$ cat src/rtl/edge_pulse_gen.sv
`default_nettype none
// ============================================================================
// Module   : edge_pulse_gen
// Purpose  : Per-channel synchronised edge detector with stretched output
//            pulses and sticky event/overrun flags.
// Revision : 1.0  initial release
// ============================================================================
module edge_pulse_gen #(
    parameter int   CHANNELS    = 4,
    parameter int   SYNC_STAGES = 2,
    parameter int   PULSE_WIDTH = 1,
    parameter logic RESET_LEVEL = 1'b0
) (
    input  logic                  Clk,
    input  logic                  Reset_n,
    input  logic                  Enable,
    input  logic [CHANNELS-1:0]   LvlSig,
    input  logic [2*CHANNELS-1:0] EdgeMode,
    input  logic [CHANNELS-1:0]   ClrFlags,
    output logic [CHANNELS-1:0]   PulseSig,
    output logic [CHANNELS-1:0]   EventFlag,
    output logic [CHANNELS-1:0]   Overrun
);

    localparam int CNT_W = $clog2(PULSE_WIDTH + 1);
    localparam logic [CNT_W-1:0] CNT_LOAD = CNT_W'(PULSE_WIDTH);
    localparam logic [CNT_W-1:0] CNT_ZERO = '0;
    localparam logic [CNT_W-1:0] CNT_ONE  = CNT_W'(1);

    for (genvar i = 0; i < CHANNELS; i++) begin : g_chan
        logic             w_sync;
        logic             r_hist;
        logic             w_edge;
        logic             w_retrig;
        logic [CNT_W-1:0] r_cnt;
        logic [CNT_W-1:0] w_cnt_nxt;
        logic             r_pulse;
        logic             r_event;
        logic             r_overrun;

        if (SYNC_STAGES == 0) begin : g_no_sync
            assign w_sync = LvlSig[i];
        end else begin : g_sync
            logic [SYNC_STAGES-1:0] r_sync;

            always_ff @(posedge Clk or negedge Reset_n) begin
                if (!Reset_n) begin
                    r_sync <= {SYNC_STAGES{RESET_LEVEL}};
                end else begin
                    r_sync[0] <= LvlSig[i];
                    for (int k = 1; k < SYNC_STAGES; k++) begin
                        r_sync[k] <= r_sync[k-1];
                    end
                end
            end

            assign w_sync = r_sync[SYNC_STAGES-1];
        end

        // History tracks the synchronised level unconditionally so that
        // re-enabling or switching modes never sees a stale level.
        always_ff @(posedge Clk or negedge Reset_n) begin
            if (!Reset_n) begin
                r_hist <= RESET_LEVEL;
            end else begin
                r_hist <= w_sync;
            end
        end

        assign w_edge = Enable &
                        ((EdgeMode[2*i]   &  w_sync & ~r_hist) |
                         (EdgeMode[2*i+1] & ~w_sync &  r_hist));

        // A live counter means the pulse is still running, including the
        // final active cycle when PULSE_WIDTH is 1.
        assign w_retrig = w_edge & (r_cnt != CNT_ZERO);

        always_comb begin
            w_cnt_nxt = r_cnt;
            if (w_edge) begin
                w_cnt_nxt = CNT_LOAD;
            end else if (r_cnt != CNT_ZERO) begin
                w_cnt_nxt = r_cnt - CNT_ONE;
            end
        end

        always_ff @(posedge Clk or negedge Reset_n) begin
            if (!Reset_n) begin
                r_cnt     <= CNT_ZERO;
                r_pulse   <= 1'b0;
                r_event   <= 1'b0;
                r_overrun <= 1'b0;
            end else begin
                r_cnt     <= w_cnt_nxt;
                r_pulse   <= (w_cnt_nxt != CNT_ZERO);
                r_event   <= w_edge   | (r_event   & ~ClrFlags[i]);
                r_overrun <= w_retrig | (r_overrun & ~ClrFlags[i]);
            end
        end

        assign PulseSig[i]  = r_pulse;
        assign EventFlag[i] = r_event;
        assign Overrun[i]   = r_overrun;
    end

endmodule
`default_nettype wire

$ cat config.mk
export PLATFORM = sky130hd
export DESIGN_NAME = edge_pulse_gen
export DESIGN_NICKNAME = d
export VERILOG_FILES = /design/src/rtl/edge_pulse_gen.sv
export SDC_FILE = /design/constraint.sdc
export NUM_CORES = 1
export LEC_CHECK = 0
export ABC_AREA = 0
export CAP_MARGIN = 25
export CORE_MARGIN = 3
export CORE_UTILIZATION = 42
export DETAILED_ROUTE_END_ITERATION = 12
export GPL_TIMING_DRIVEN = 0
export HOLD_SLACK_MARGIN = 0.03
export PLACE_DENSITY = 0.78
export SETUP_SLACK_MARGIN = 0.05
export SYNTH_ARGS = -nofsm -noshare
export SYNTH_HDL_FRONTEND = slang
export SYNTH_SLANG_ARGS = --single-unit
$ cat constraint.sdc
create_clock -name Clk -period 1.4 [get_ports Clk]
set_clock_uncertainty 0.2 [all_clocks]
set_input_delay 0.28 -clock Clk [delete_from_list [all_inputs] [get_ports Clk]]
set_output_delay 0.28 -clock Clk [all_outputs]
set_load 0.01 [all_outputs]
==> metrics.csv <==
metric,value,unit
run status,"complete, no violations",
Root Driver,clkbuf_4,
Critical Path RT,0.92,ns
fmax,748,MHz
Detailed Place HPWL,1100,microns
final net count,111,
# setup viols final,0,
CTS H-tree depth,1,
Slew Limit Fails,0,
post-route worst setup slack,0.0631,ns
Rows,15,
Min-Delay Path Class,in2reg,
drt pass-1 iters,2,
wire per inst,12.7,microns
post-placement cell count,115,
hold path depth,3,
power per cell area,1010,nW/um^2
Worst-path clk slew,0.12,ns
grt ovf,0,
"commonest non-fill, non-tap cells in the layout","dfrtp_1 (24), clkdlybuf4s50_1 (16), buf_6 (13), nand4b_1 (8), buf_4 (7)",
final hold violations,0,
Yosys top cell area share,68.5,%
RSZ-0062 raised after global routing,true,
vias in the first global route,529,
register area share after synthesis,68.5,%
post-place setup slack,-0.334,ns
Hold EP,g_chan[0].r_pulse,
Die W,51.7,microns
die area,2670,sq um
core area,1840,sq um
type of the worst setup path,reg2out,
worst reg2reg path depth,3,
post-synthesis area per instance,14.4,sq um
Worst Setup Start Kind,register,
port bufs,29,
critical path endpoint category,output port,
YS warnings,0,
Worst-Skew Late Latency,0.30,ns
I/O pin cnt,31,
# diodes,0,
CTS sink count,24,
CP Cell Sequence,buf_6,
clk buf depth,2,
Hold Slack,0.0859,ns
Post-Synthesis Cells,61,
fin area,1250,sq um
area growth from synthesis to final layout,42.4,%
WP buf/inv,1,
CTS Buf Count,3,
FF-to-FF Start,g_chan[2].r_pulse,
fin crit period,1.34,ns
final WL,1470,microns
total negative setup slack,0,ns
Final Util,67.9,%
initial core utilization,47.7,%
net count of the mapped netlist,80,
min-delay src,Enable,
cell area after synthesis,877,sq um
Post-Layout Cell Count,116,
Iter 0 DRT Violations,2,
Routability Congestion,0.631,
P_leak,0.631,nW
worst-margin pin slew,0.262,ns
DR vias,550,
initial antenna violation count,0,
Fill cells,153,
CP max-delay cell,dfrtp_1,
largest net degree at the start of global routing,25,
flop-to-flop setup slack,0.25,ns
"commonest non-fill, non-tap cell in the layout",dfrtp_1,
CTS tree,done,
first-pass GRT wire length,2400,microns
Synth Register Bits,24,
DRC violations left,0,
Top delay family on crit path,flip-flops,
Total Power,1.26,mW
Critical R2R Capture,g_chan[2].r_overrun,
DR vias/cell,4.74,
placed cell area,1200,sq um
Critical Path AT,0.86,ns
Die Span Y,51.7,microns
max incr delay on CP,0.42,ns
Tcrit/Tclk final,95.5,%
Max IR drop VDD,0.885,mV
layout cells sized above 1,31.9,%
leading area contributor after synthesis,dfrtp_1,
largest cells by area after synthesis,"dfrtp_1 (68%), buf_4 (10%), nand4b_1 (8.0%)",
Detail Route Antenna Nets,0,
GRT Util Overall,12.7,%
Max-Slew Margin vs Limit,82.5,%
Maximum Capacitance Violations,0,
Synth cell types,8,
peak fanout along the critical path,2,
-- metal layers --
metal / global-route usage, % / vias to the layer above / share of wire, %
met1: 16.1 / 275 / 38
met3: 5.16 / 2 / 6.7
li1: - / 256 / -
met2: 18.6 / 17 / 53
met4: 6.55 / 0 / 1.3
met5: 0 / - / 0
-- how the worst max path moves through the flow --
stage | end | startpoint | cells past startpoint | slack, ns
2_1_floorplan | g_chan[0].r_overrun | Enable | 4 | 0.37
5_1_grt | Overrun[1] | g_chan[1].r_overrun | 1 | 0.02
6_report | PulseSig[0] | g_chan[0].r_pulse | 1 | 0.06
3_3_place_gp | g_chan[3].g_sync.r_sync[0] | Reset_n | 1 | -0.33
4_1_cts | EventFlag[1] | g_chan[1].r_event | 2 | -0.04
3_5_place_dp | g_chan[3].r_hist | Reset_n | 1 | -0.33
-- state kept, by name, summed over array words and instances, names as in the netlist --
name,cells
g_chan.r_event,4
g_chan.g_sync.r_sync,8
g_chan.r_hist,4
g_chan.r_cnt,1
g_chan.r_overrun,4
g_chan.r_pulse,3
-- synthesized netlist by cell type --
cell / instances
dfrtp_1: 24
buf_4: 12
nand4b_1: 8
a21o_1: 4
a22o_1: 4
inv_1: 4
nand2_2: 4
buf_6: 1
-- cells by family (layout without fill, tap and decap cells) --
kind of cell	count (synthesis)	after routing	share of synthesized area [%]
AOI/OAI and AO/OA	8	8	7.42
buffers and inverters	17	47	13.3
DFF	24	24	68.5
and+or+nand+nor	12	12	10.8
-- timing repair --
action | 4_1_cts | 5_1_grt
gates resized for setup | 62 | 0
setup buffers | 5 | 2
hold endpoints to repair | 0 | 24
hold buffers | 0 | 1
setup endpoints to repair | 36 | 12
-- worst min-delay path: stages --
cell      delay [ns]
buf_6           0.11
nand4b_1        0.10
nand2_2         0.07
-- final cells by class --
cell class / count / area [sq um] / share of cell area, %
clock buffers: 4 / 36.3 / 2.91
multi-input cells: 20 / 160 / 12.8
flip-flops and latches: 24 / 601 / 48.1
well taps: 25 / 31.3 / 2.51
inverters: 4 / 15.0 / 1.20
plain buffers: 1 / 11.3 / 0.902
repair buffers: 38 / 394 / 31.6
-- where the power goes --
group	leakage, nW	internal (mW)	switching, mW
combinational	0.308	0.115	0.0569
clock	0.0210	0.159	0.181
sequential	0.301	0.729	0.0216
total	0.631	1.00	0.259
(Power assumes the default switching activity.)
==> RTL change: new RTL, config.mk and constraints unchanged <==
Register the output `Overrun` once more, cleared by the reset; this adds one clock of latency there. The other outputs are not delayed to match.
--- a/src/rtl/edge_pulse_gen.sv
+++ b/src/rtl/edge_pulse_gen.sv
@@ -26,6 +26,8 @@
     localparam logic [CNT_W-1:0] CNT_LOAD = CNT_W'(PULSE_WIDTH);
     localparam logic [CNT_W-1:0] CNT_ZERO = '0;
     localparam logic [CNT_W-1:0] CNT_ONE  = CNT_W'(1);
+
+    logic [CHANNELS-1:0] Overrun_d;
 
     for (genvar i = 0; i < CHANNELS; i++) begin : g_chan
         logic             w_sync;
@@ -100,7 +102,15 @@
 
         assign PulseSig[i]  = r_pulse;
         assign EventFlag[i] = r_event;
-        assign Overrun[i]   = r_overrun;
+        assign Overrun_d[i]   = r_overrun;
+    end
+
+    always_ff @(posedge Clk or negedge Reset_n) begin
+        if (!Reset_n) begin
+            Overrun <= '0;
+        end else begin
+            Overrun <= Overrun_d;
+        end
     end
 
 endmodule
Function: changed (a bounded check fails within 10 cycles, from zero or initial values and one cycle with Reset_n low).
==> RTL change against the original RTL <==
  * Setup slack worse by 0.0046 ns
  * Routed wire length down 0.68%
  * Clock power up 50%
  * Sequential power up 16%
  * Cell area up 4.6%
  * Hold slack worse by 0.027 ns
  * Register-to-register slack better by 0.06 ns
  * Sequential share of layout area up 5.5 points
  * Die area up 7.0%
  * Maximum frequency down 0.35%
  * Power up 22%
  * Synthesized area up 8.0%
  * Sequential cell count up 4
  * Critical endpoint is now PulseSig[3]
  * Largest power group unchanged
==> RTL change: results (changes against the original RTL) <==
=====================================================================================
Worst vdd ir ...........................................................     0.773 mV   was 0.885 mV
Clock network area share ...............................................        4.02%   was 2.91%
Worst relative slew slack ..............................................        61.5%   was 82.5%
Ranking of synthesized cells by area ................................... sky130_fd_sc_hd__dfrtp_1 74%, sky130_fd_sc_hd__nand4b_1 7.4%, sky130_fd_sc_hd__buf_4 6.3%   was sky130_fd_sc_hd__dfrtp_1 68%, sky130_fd_sc_hd__buf_4 10%, sky130_fd_sc_hd__nand4b_1 8.0%
Final layout net count .................................................          112   was 111
Met2 WL ................................................................       749 µm   was 787 µm
Overall via count from detail_route ....................................          563   was 550
Crit path to ...........................................................  PulseSig[3]   was PulseSig[0]
Startpoint of the lowest-slack register-to-register path ............... g_chan[1].g_sync.r_sync[1]   was g_chan[2].r_pulse
Flip-flop and latch share of the layout cell area ......................        53.6%   was 48.1%
Met2 usage .............................................................        20.0%   was 18.6%
Synthesized-area fraction occupied by ao, oa, aoi and oai cells ........        6.87%   was 7.42%
Core area ..............................................................     2040 µm²   was 1840 µm²
Number of synthesized register bits ....................................           28   was 24
Fillers ................................................................          177   was 153
Dpl ws .................................................................   -0.0455 ns   was -0.334 ns
Share of power burned in registers .....................................        56.4%   was 59.5%
Clock-pin slew of the registers on the worst-case setup and hold paths .      0.14 ns   was 0.12 ns
DP Wirelength ..........................................................      1.20 mm   was 1.10 mm
Max Fclk ...............................................................      745 MHz   was 748 MHz
Leading post-synthesis cells by instance count ......................... 28 x sky130_fd_sc_hd__dfrtp_1, 8 x sky130_fd_sc_hd__buf_4, 8 x sky130_fd_sc_hd__nand4b_1   was 24 x sky130_fd_sc_hd__dfrtp_1, 12 x sky130_fd_sc_hd__buf_4, 8 x sky130_fd_sc_hd__nand4b_1
Total routed wire length on the met1 layer .............................       591 µm   was 567 µm
Final Routed Wirelength ................................................      1.46 mm   was 1.47 mm
Net switching power ....................................................     0.297 mW   was 0.259 mW
Result of the run ...................................................... finished, final reports clean   unchanged
Total of clock buffers placed in the layout ............................            3   was 4
Fin Hold WS ............................................................    0.0587 ns   was 0.0859 ns
Fraction of final layout cells sized beyond drive strength 1 ...........        29.3%   was 31.9%
Mean Syn Cell Area .....................................................     15.5 µm²   was 14.4 µm²
Crit path launch ....................................................... g_chan[3].r_cnt   was g_chan[0].r_pulse
Iter 0 DRT Violations ..................................................            3   was 2
=====================================================================================
## RTL change: cell count changes in the layout (fill, tap and decap cells not counted), sizes merged
| cell | before | now |
|---|---|---|
| clkdlybuf4s50 | 16 | 17 |
| dlygate4sd3 | 1 | 0 |
| buf | 21 | 19 |
| clkbuf | 4 | 3 |
| dlygate4sd2 | 1 | 0 |
| bufinv | 0 | 1 |
| dfrtp | 24 | 28 |
## RTL change: kinds of logic after synthesis
group / count (synthesis)
and+or+nand+nor: 12
DFF: 28
buffers and inverters: 13
AOI/OAI and AO/OA: 8
## RTL change: what timing repair did
item | CTS | global route
gates cloned | 0 | 0
hold endpoints to repair | 0 | 0
setup buffers | 5 | 0
endpoints found under the setup margin | 12 | 11
gates resized for setup | 56 | 0
## RTL change: tightest hold or removal path: stages
cell	delay (ns)
sky130_fd_sc_hd__buf_6	0.11
sky130_fd_sc_hd__nand4b_1	0.09
sky130_fd_sc_hd__nand2_2	0.07
